File: config.mk
export PLATFORM = sky130hd
export DESIGN_NAME = data_connection_block_sc
export DESIGN_NICKNAME = d
export VERILOG_FILES = /design/src/rtl/data_connection_block_sc.sv
export SDC_FILE = /design/constraint.sdc
export NUM_CORES = 1
export LEC_CHECK = 0
export ABC_AREA = 1
export BUFFER_PORTS_ARGS = -buffer_cell sky130_fd_sc_hd__buf_2
export CORE_ASPECT_RATIO = 1.2
export CORE_UTILIZATION = 60
export CTS_CLUSTER_DIAMETER = 120
export DETAILED_ROUTE_END_ITERATION = 8
export PLACE_DENSITY_LB_ADDON = 0.08
export SYNTH_ARGS = -nofsm -noshare
export SYNTH_HDL_FRONTEND = slang
export SYNTH_SLANG_ARGS = --single-unit
File: constraint.sdc
create_clock -name clk -period 1.36 [get_ports clk]
set_input_delay 0.136 -clock clk [delete_from_list [all_inputs] [get_ports clk]]
set_output_delay 0.136 -clock clk [all_outputs]
set_load 0.01 [all_outputs]
File: src/rtl/data_connection_block_sc.sv
// Serially configured, double-buffered data connection block: scan-chain shadow register,
// commit to active routing. Define DCB_OUTPUT_REG_EN to register data_input (1-cycle latency).
module data_connection_block_sc #(
   parameter int W       = 16,
   parameter int WW      = 4,
   parameter int DATAIN  = 4,
   parameter int DATAOUT = 3
) (
   input  logic                  clk,
   input  logic                  rst,
   input  logic [W-1:0]          north_in,
   input  logic [W-1:0]          south_in,
   output logic [W-1:0]          north_out,
   output logic [W-1:0]          south_out,
   output logic [WW*DATAIN-1:0]  data_input,
   input  logic [WW*DATAOUT-1:0] data_output,
   input  logic                  cfg_in,
   input  logic                  cfg_en,
   input  logic                  cfg_commit,
   input  logic                  cfg_abort,
   output logic                  cfg_out,
   output logic                  cfg_loaded,
   output logic                  cfg_err
);
   // state     | meaning
   // S_EMPTY   | no bits shifted since reset/commit/abort
   // S_SHIFTING| 1..CFG_BITS-1 bits shifted
   // S_LOADED  | exactly CFG_BITS bits shifted, commit allowed
   // S_OVERRUN | more than CFG_BITS bits shifted, error raised

   localparam int NGRP        = 2 * W / WW;
   localparam int SEL_PER_IN  = $clog2(NGRP);
   localparam int SEL_PER_OUT = $clog2(DATAOUT + 1);
   localparam int IN_BITS     = SEL_PER_IN * DATAIN * WW;
   localparam int CFG_BITS    = IN_BITS + 2 * W * SEL_PER_OUT;
   localparam int CNT_W       = $clog2(CFG_BITS + 2);
   localparam logic [CNT_W-1:0] CNT_FULL = CNT_W'(CFG_BITS);
   localparam logic [CNT_W-1:0] CNT_OVER = CNT_W'(CFG_BITS + 1);

   typedef enum logic [1:0] {
      S_EMPTY    = 2'd0,
      S_SHIFTING = 2'd1,
      S_LOADED   = 2'd2,
      S_OVERRUN  = 2'd3
   } state_t;

   state_t               state_q, state_nxt;
   logic [CNT_W-1:0]     cnt_q, cnt_nxt;
   logic                 err_q, err_nxt;
   logic                 do_shift, do_commit;
   logic [CFG_BITS-1:0]  shadow_q;
   logic [CFG_BITS-1:0]  active_q;
   logic [WW*DATAIN-1:0] din_comb;

   always_ff @(posedge clk or negedge rst) begin
      if (!rst) begin
         state_q <= S_EMPTY;
         cnt_q   <= '0;
         err_q   <= 1'b0;
      end else begin
         state_q <= state_nxt;
         cnt_q   <= cnt_nxt;
         err_q   <= err_nxt;
      end
   end

   // abort beats commit beats shift
   always_comb begin
      state_nxt = state_q;
      cnt_nxt   = cnt_q;
      err_nxt   = err_q;
      do_shift  = 1'b0;
      do_commit = 1'b0;
      if (cfg_abort) begin
         state_nxt = S_EMPTY;
         cnt_nxt   = '0;
         err_nxt   = 1'b0;
      end else if (cfg_commit) begin
         if (state_q == S_LOADED) begin
            do_commit = 1'b1;
            state_nxt = S_EMPTY;
            cnt_nxt   = '0;
            err_nxt   = 1'b0;
         end else begin
            err_nxt = 1'b1;
         end
      end else if (cfg_en) begin
         do_shift = 1'b1;
         case (state_q)
            S_LOADED: begin
               state_nxt = S_OVERRUN;
               cnt_nxt   = CNT_OVER;
               err_nxt   = 1'b1;
            end
            S_OVERRUN: begin
               state_nxt = S_OVERRUN;
            end
            default: begin
               cnt_nxt   = cnt_q + CNT_W'(1);
               state_nxt = ((cnt_q + CNT_W'(1)) == CNT_FULL) ? S_LOADED : S_SHIFTING;
            end
         endcase
      end
   end

   always_comb begin
      cfg_loaded = (state_q == S_LOADED);
      cfg_err    = err_q;
      cfg_out    = shadow_q[0];
   end

   always_ff @(posedge clk or negedge rst) begin
      if (!rst) begin
         shadow_q <= '0;
         active_q <= '0;
      end else begin
         if (do_shift) begin
            shadow_q <= {cfg_in, shadow_q[CFG_BITS-1:1]};
         end
         if (do_commit) begin
            active_q <= shadow_q;
         end
      end
   end

   // Selector k: even -> north group k/2, odd -> south group k/2, beyond the groups -> 0
   function automatic logic in_mux(input logic [SEL_PER_IN-1:0] k, input int j,
                                   input logic [W-1:0] n, input logic [W-1:0] s);
      int         kk;
      logic [W-1:0] t;
      kk = int'(k);
      if (kk >= NGRP) begin
         return 1'b0;
      end
      t = (kk % 2 == 0) ? (n >> ((kk / 2) * WW + j)) : (s >> ((kk / 2) * WW + j));
      return t[0];
   endfunction

   // Selector k: 0 or out of range -> pass-through track, else logic-block word k-1
   function automatic logic out_mux(input logic [SEL_PER_OUT-1:0] k, input int i,
                                    input logic [W-1:0] pass,
                                    input logic [WW*DATAOUT-1:0] dout);
      int                  kk;
      logic [W-1:0]        tp;
      logic [WW*DATAOUT-1:0] td;
      kk = int'(k);
      if (kk == 0 || kk > DATAOUT) begin
         tp = pass >> i;
         return tp[0];
      end
      td = dout >> ((kk - 1) * WW + (i % WW));
      return td[0];
   endfunction

   for (genvar gi = 0; gi < DATAIN; gi++) begin : g_word
      for (genvar gj = 0; gj < WW; gj++) begin : g_lane
         assign din_comb[gi*WW+gj] =
            in_mux(active_q[(gi*WW+gj)*SEL_PER_IN +: SEL_PER_IN], gj, north_in, south_in);
      end
   end

   for (genvar gt = 0; gt < W; gt++) begin : g_track
      assign north_out[gt] =
         out_mux(active_q[IN_BITS + gt*2*SEL_PER_OUT +: SEL_PER_OUT], gt, south_in, data_output);
      assign south_out[gt] =
         out_mux(active_q[IN_BITS + gt*2*SEL_PER_OUT + SEL_PER_OUT +: SEL_PER_OUT], gt,
                 north_in, data_output);
   end

`ifdef DCB_OUTPUT_REG_EN
   logic [WW*DATAIN-1:0] din_q;

   always_ff @(posedge clk or negedge rst) begin
      if (!rst) begin
         din_q <= '0;
      end else begin
         din_q <= din_comb;
      end
   end

   assign data_input = din_q;
`else
   assign data_input = din_comb;
`endif

endmodule
[After elaboration in Yosys (flattened, before gate mapping)]
Index checks and enable logic that the tools add are counted.
Widths: inputs -> output; s select.
Operators by class
  $add $sub $neg: 69
  equal/unequal tests: 5
  shifts and indexed selects: 64
  mux-type cells: 134
  reductions and logical operators: 54
Operators by type and width (number)
  $shr 12x32->1: 32
  $logic_not 32->1: 16
  $shr 16x5->1: 24
  $shr 16x4->1: 8
  $mux 1: 123
  $add 5x3->6 const B: 16
  $sub 2x1->3 const B: 32
  $logic_not 2->1: 32
  $add 5x2->6 const B: 8
  $add 4x2->5 const B: 8
  $mux 7: 4
  $add 4x1->5 const B: 4
  $pmux 7 s2: 1
  $mux 2: 6
  $add 7x1->7 const B: 1
  $eq 7x7->1 const B: 1
  $reduce_bool 3->1: 2
  $eq 2x2->1 const B: 2
  $reduce_and 2->1: 2
  $ne 3x1->1 const B: 1
  $ne 3x3->1 const B: 1
  $reduce_and 3->1: 1
  $reduce_or 2->1: 1
Word-level totals
  register bits after elaboration: 234
  bits of input ports: 50
  output and inout port bits: 51
  word-level logic and storage cells: 331

[Logic depth before layout (Yosys ltp)]
  word-level depth: 7
  gate-level depth with buffers: 9
  gate-level depth less buffers: 9

[Worst setup path after synthesis]
OpenSTA, ideal clock, no wires.
  path type: reg2out
  start: reg active_q[108]
  end: out north_out[15]
  arrival: 1.190 ns
  required time: 1.224 ns
  path slack: 0.034 ns
  stages on the path, launching flop included: 6
  path buffers: 0
  path through: dfrtp_1 -> inv_1 -> ha_1 -> nand3_1 -> o21ai_0 -> o31ai_1
On the way
  word-level cells in the longest chain between the ends: 4
  elaborated cells between the ends (all ways): 6
  classes of those cells: add/sub: 2; shift: 1; mux: 2; reduce/logical: 1
RTL lines
  from (decl): line 52  | logic [CFG_BITS-1:0] active_q;
  from (signal assigned): line 121  | active_q <= shadow_q;
  $sub 2x1->3: line 151  | td = dout >> ((kk - 1) * WW + (i % WW));
  $add 5x3->6: line 151
  $shr 12x32->1: line 151
  $mux 1 (*): line 151
  to (decl): line 13  | output logic [W-1:0] north_out,
Every way passes the cells marked *; elsewhere a longest branch is shown, timed or not.

[Worst setup path in the final report]
  start: reg active_q[58]
  end: out south_out[2]
On the way
  word-level cells in the longest chain between the ends: 4
  elaborated cells between the ends (all ways): 6
  classes of those cells: add/sub: 2; shift: 1; mux: 2; reduce/logical: 1
RTL lines
  $sub 2x1->3: line 151
  $add 5x3->6: line 151
  $shr 12x32->1: line 151
  $mux 1 (*): line 151
  to (decl): line 14  | output logic [W-1:0] south_out,
Marked as above.

==> out/results.tsv <==
metric	value	unit
internal-power	0.01287	W
fmax	481.9	MHz
clkPwrFrac	0.360	
pwr-share-seq	0.457	
reg2reg_to	active_q[88]	
synth_ff_type	dfrtp_1	
grtUsageTotal	0.3151	
place_ws	-0.1884	ns
peakVddDrop	0.001059	V
ff2ff_setup_slack	-0.19	ns
whs	0.1080	ns
path_cells	inv_1, ha_1, o21ai_1, a21oi_1, o31ai_1, buf_4, buf_6	
grt_first_pass_wirelength	48870	um
r2r-start	state_q[0]	
swShare	0.2924	
crit_buf_inv	3	
syn_area	11530	um^2
vias	11190	
clkLatencyLatePin	0.52	ns
async_flop_share	1.000	
fillers	1135	
setup_violations	145	
grt-busiest-layer	met2	
cp_max_fo	2	
worst_pin_slew	0.5865	ns
combPwrFrac	0.183	
chipHeight	153.9	um
use_met3	0.02958	
path_class	flip-flop to primary output	
crit_arrival	1.94	ns
fin_crit_sh	1.526	
io_buffers	100	
syn_area_per_cell	8.202	um^2
synth_area_leaders	dfrtp_1, o21ai_0, nand2_1	
rows	55	
cp_top_family	compound AO/OA/AOI/OAI gates	
yosysMostFrequentCell	nand2_1	
drc	0	
first_pass_iters	8	
cpPeakStageDelay	0.36	ns
viasPerCell	5.914	
synth-seq-cells	234	
dpl.hpwl	21060	um
hold_viol_final	0	
cp_num_cells	7	
min_path_type	primary input to asynchronous set/reset pin	
finalMaxSlewViolations	0	
yosys.area.top_type	dfrtp_1	
drtAntennaViolNets	0	
htreeDepth	1	
fin_cells	1892	
switchingPower	0.005319	W
maxSlewHeadroom	0.6086	
max-cap-violations	0	
use_met2	0.5313	
synth_commonest_cells	nand2_1, o21ai_0, inv_1, dfrtp_1, a21oi_1	
synthCells	1406	
drt-total-wl	36960	um
fin_skew	0.007282	ns
synth_edf_count	0	
leakage	7.212	nW
reg2reg_depth	8	
antenna_found_initial	0	
clk_path_buf_depth	3	
crit_path_end_kind	primary output	
clock_sink_count	234	
finalNetCount	1704	
gp_congestion	0.8671	
initial_core_util	0.6116	
fin_ws	-0.7152	ns
syn_nets	1489	
ys.warnings.count	0	
p_per_area	1167	nW/um^2
yosysSeqAreaShare	0.5078	
coreArea	18860	um^2
wl_per_cell	19.53	um
cts_tree	yes	
outcome	finished with violations	
synth_top_area_frac	0.5078	
numCtsBuffers	24	
dpl.cell_count	1778	
root_buffer	clkbuf_16	
clk_pin_slew	0.06	ns
violations	negative setup slack	
antennaDiodeCount	0	
gr-total-overflow	0	
grt_util_met1	0.4278	
rsz0062_at_grt	yes	
critPathSlowestCell	dfrtp_1	
synthToLayoutAreaGrowth	35.17	%
ys_types	29	
required	1.22	ns
grt_pass1_vias	9778	
period_needed	2.075	ns
dieArea	19780	um^2
crit_path_start_kind	flip-flop	
grt_max_degree	88	
drive_gt1_frac	0.3423	
die_x	128.6	um
pin_count	101	
drt_iter0_markers	958	
worst register-to-register path: stages (launching register included):
cell and delay, ns:
dfrtp_1 0.39, inv_2 0.09, nand2_4 0.07, clkinv_4 0.07
nand3_4 0.15, clkbuf_16 0.24, clkbuf_16 0.20, nand2_1 0.09
o21ai_0 0.12
worst max path at each step:
stage,from,endpoint,slack [ns]
detailed placement,active_q[106],south_out[14],-0.19
finish,active_q[58],south_out[2],-0.72
global placement,active_q[106],south_out[14],-0.13
CTS,active_q[105],north_out[14],-0.66
floorplan,active_q[108],north_out[15],0.03
global route,active_q[58],south_out[2],-0.72
cell type report:
| class | count | area (um^2) | area share |
|---|---|---|---|
| sequential | 234 | 5872 | 0.3767 |
| multi-input combinational | 874 | 5448 | 0.3495 |
| clock buffer | 34 | 709.4 | 0.04551 |
| inverter | 242 | 913.4 | 0.05859 |
| tap | 256 | 320.3 | 0.02055 |
| timing repair buffer | 245 | 2261 | 0.1450 |
| clock inverter | 7 | 65.06 | 0.004174 |
per-stage QoR:
step | area (um^2) | util | TNS (ns) | total power (W)
CTS | 14060 | 0.7459 | -23.59 | 0.01763
global route | 15590 | 0.8267 | -38.57 | 0.01891
finish | 15590 | 0.8267 | -28.09 | 0.01819
floorplan | 11530 | - | 0 | 0.009741
global placement | 12740 | 0.6756 | -0.8364 | 0.01083
detailed placement | 12740 | 0.6756 | -1.325 | 0.01093
logic make-up (layout without fill, tap and decap cells):
family                     Yosys count  after routing  share of synthesized area
AOI/OAI and AO/OA                  478            478                     0.2196
adders and majority gates           33             33                    0.03580
buffers and inverters              298            528                     0.1104
DFF                                234            234                     0.5078
and+or+nand+nor                    363            363                     0.1264
registers in the layout, indices dropped and copies added (netlist names):
signal / flops
active_q: 112
shadow_q: 112
cnt_q: 7
state_q: 2
cfg_err: 1
power groups by stage:
stage / Combinational (W) / Sequential [W] / Clock, W
3_5_place_dp: 0.00257 / 0.00836 / 0
2_1_floorplan: 0.00150 / 0.00824 / 0
5_1_grt: 0.00367 / 0.00839 / 0.00685
4_1_cts: 0.00283 / 0.00825 / 0.00655
6_report: 0.00333 / 0.00832 / 0.00655
3_3_place_gp: 0.00249 / 0.00833 / 0
placed cells by master, fill, tap and decap left out, types with 8 or more instances in the layout:
cell / instances
o21ai_1: 136
o21ai_0: 135
dfrtp_2: 13
inv_2: 67
nand2_2: 30
o31ai_1: 13
nand3_2: 17
ha_1: 8
clkbuf_16: 42
a21oi_1: 61
buf_6: 23
ha_4: 25
buf_4: 90
inv_1: 174
a21oi_2: 37
buf_12: 14
nand3_1: 12
o31ai_2: 9
o21ai_2: 52
nand2_4: 16
nor2_1: 33
buf_2: 92
nand2_1: 245
dfrtp_1: 221
a31oi_1: 16
layer usage:
layer  vias up  part of all wire
met5         -                 0
met4         0             0.053
met3       153             0.073
met2       581              0.49
met1      5420              0.39
li1       5036                 -
timing repair:
item,4_1_cts,5_1_grt
endpoints found under the hold margin,236,0
pin swaps,50,58
cloned,0,22
hold buffers,3,0
resized for setup,138,299
endpoints found under the setup margin,50,88
setup buffers,31,19
Note: power is estimated with default switching activity, not from simulation.
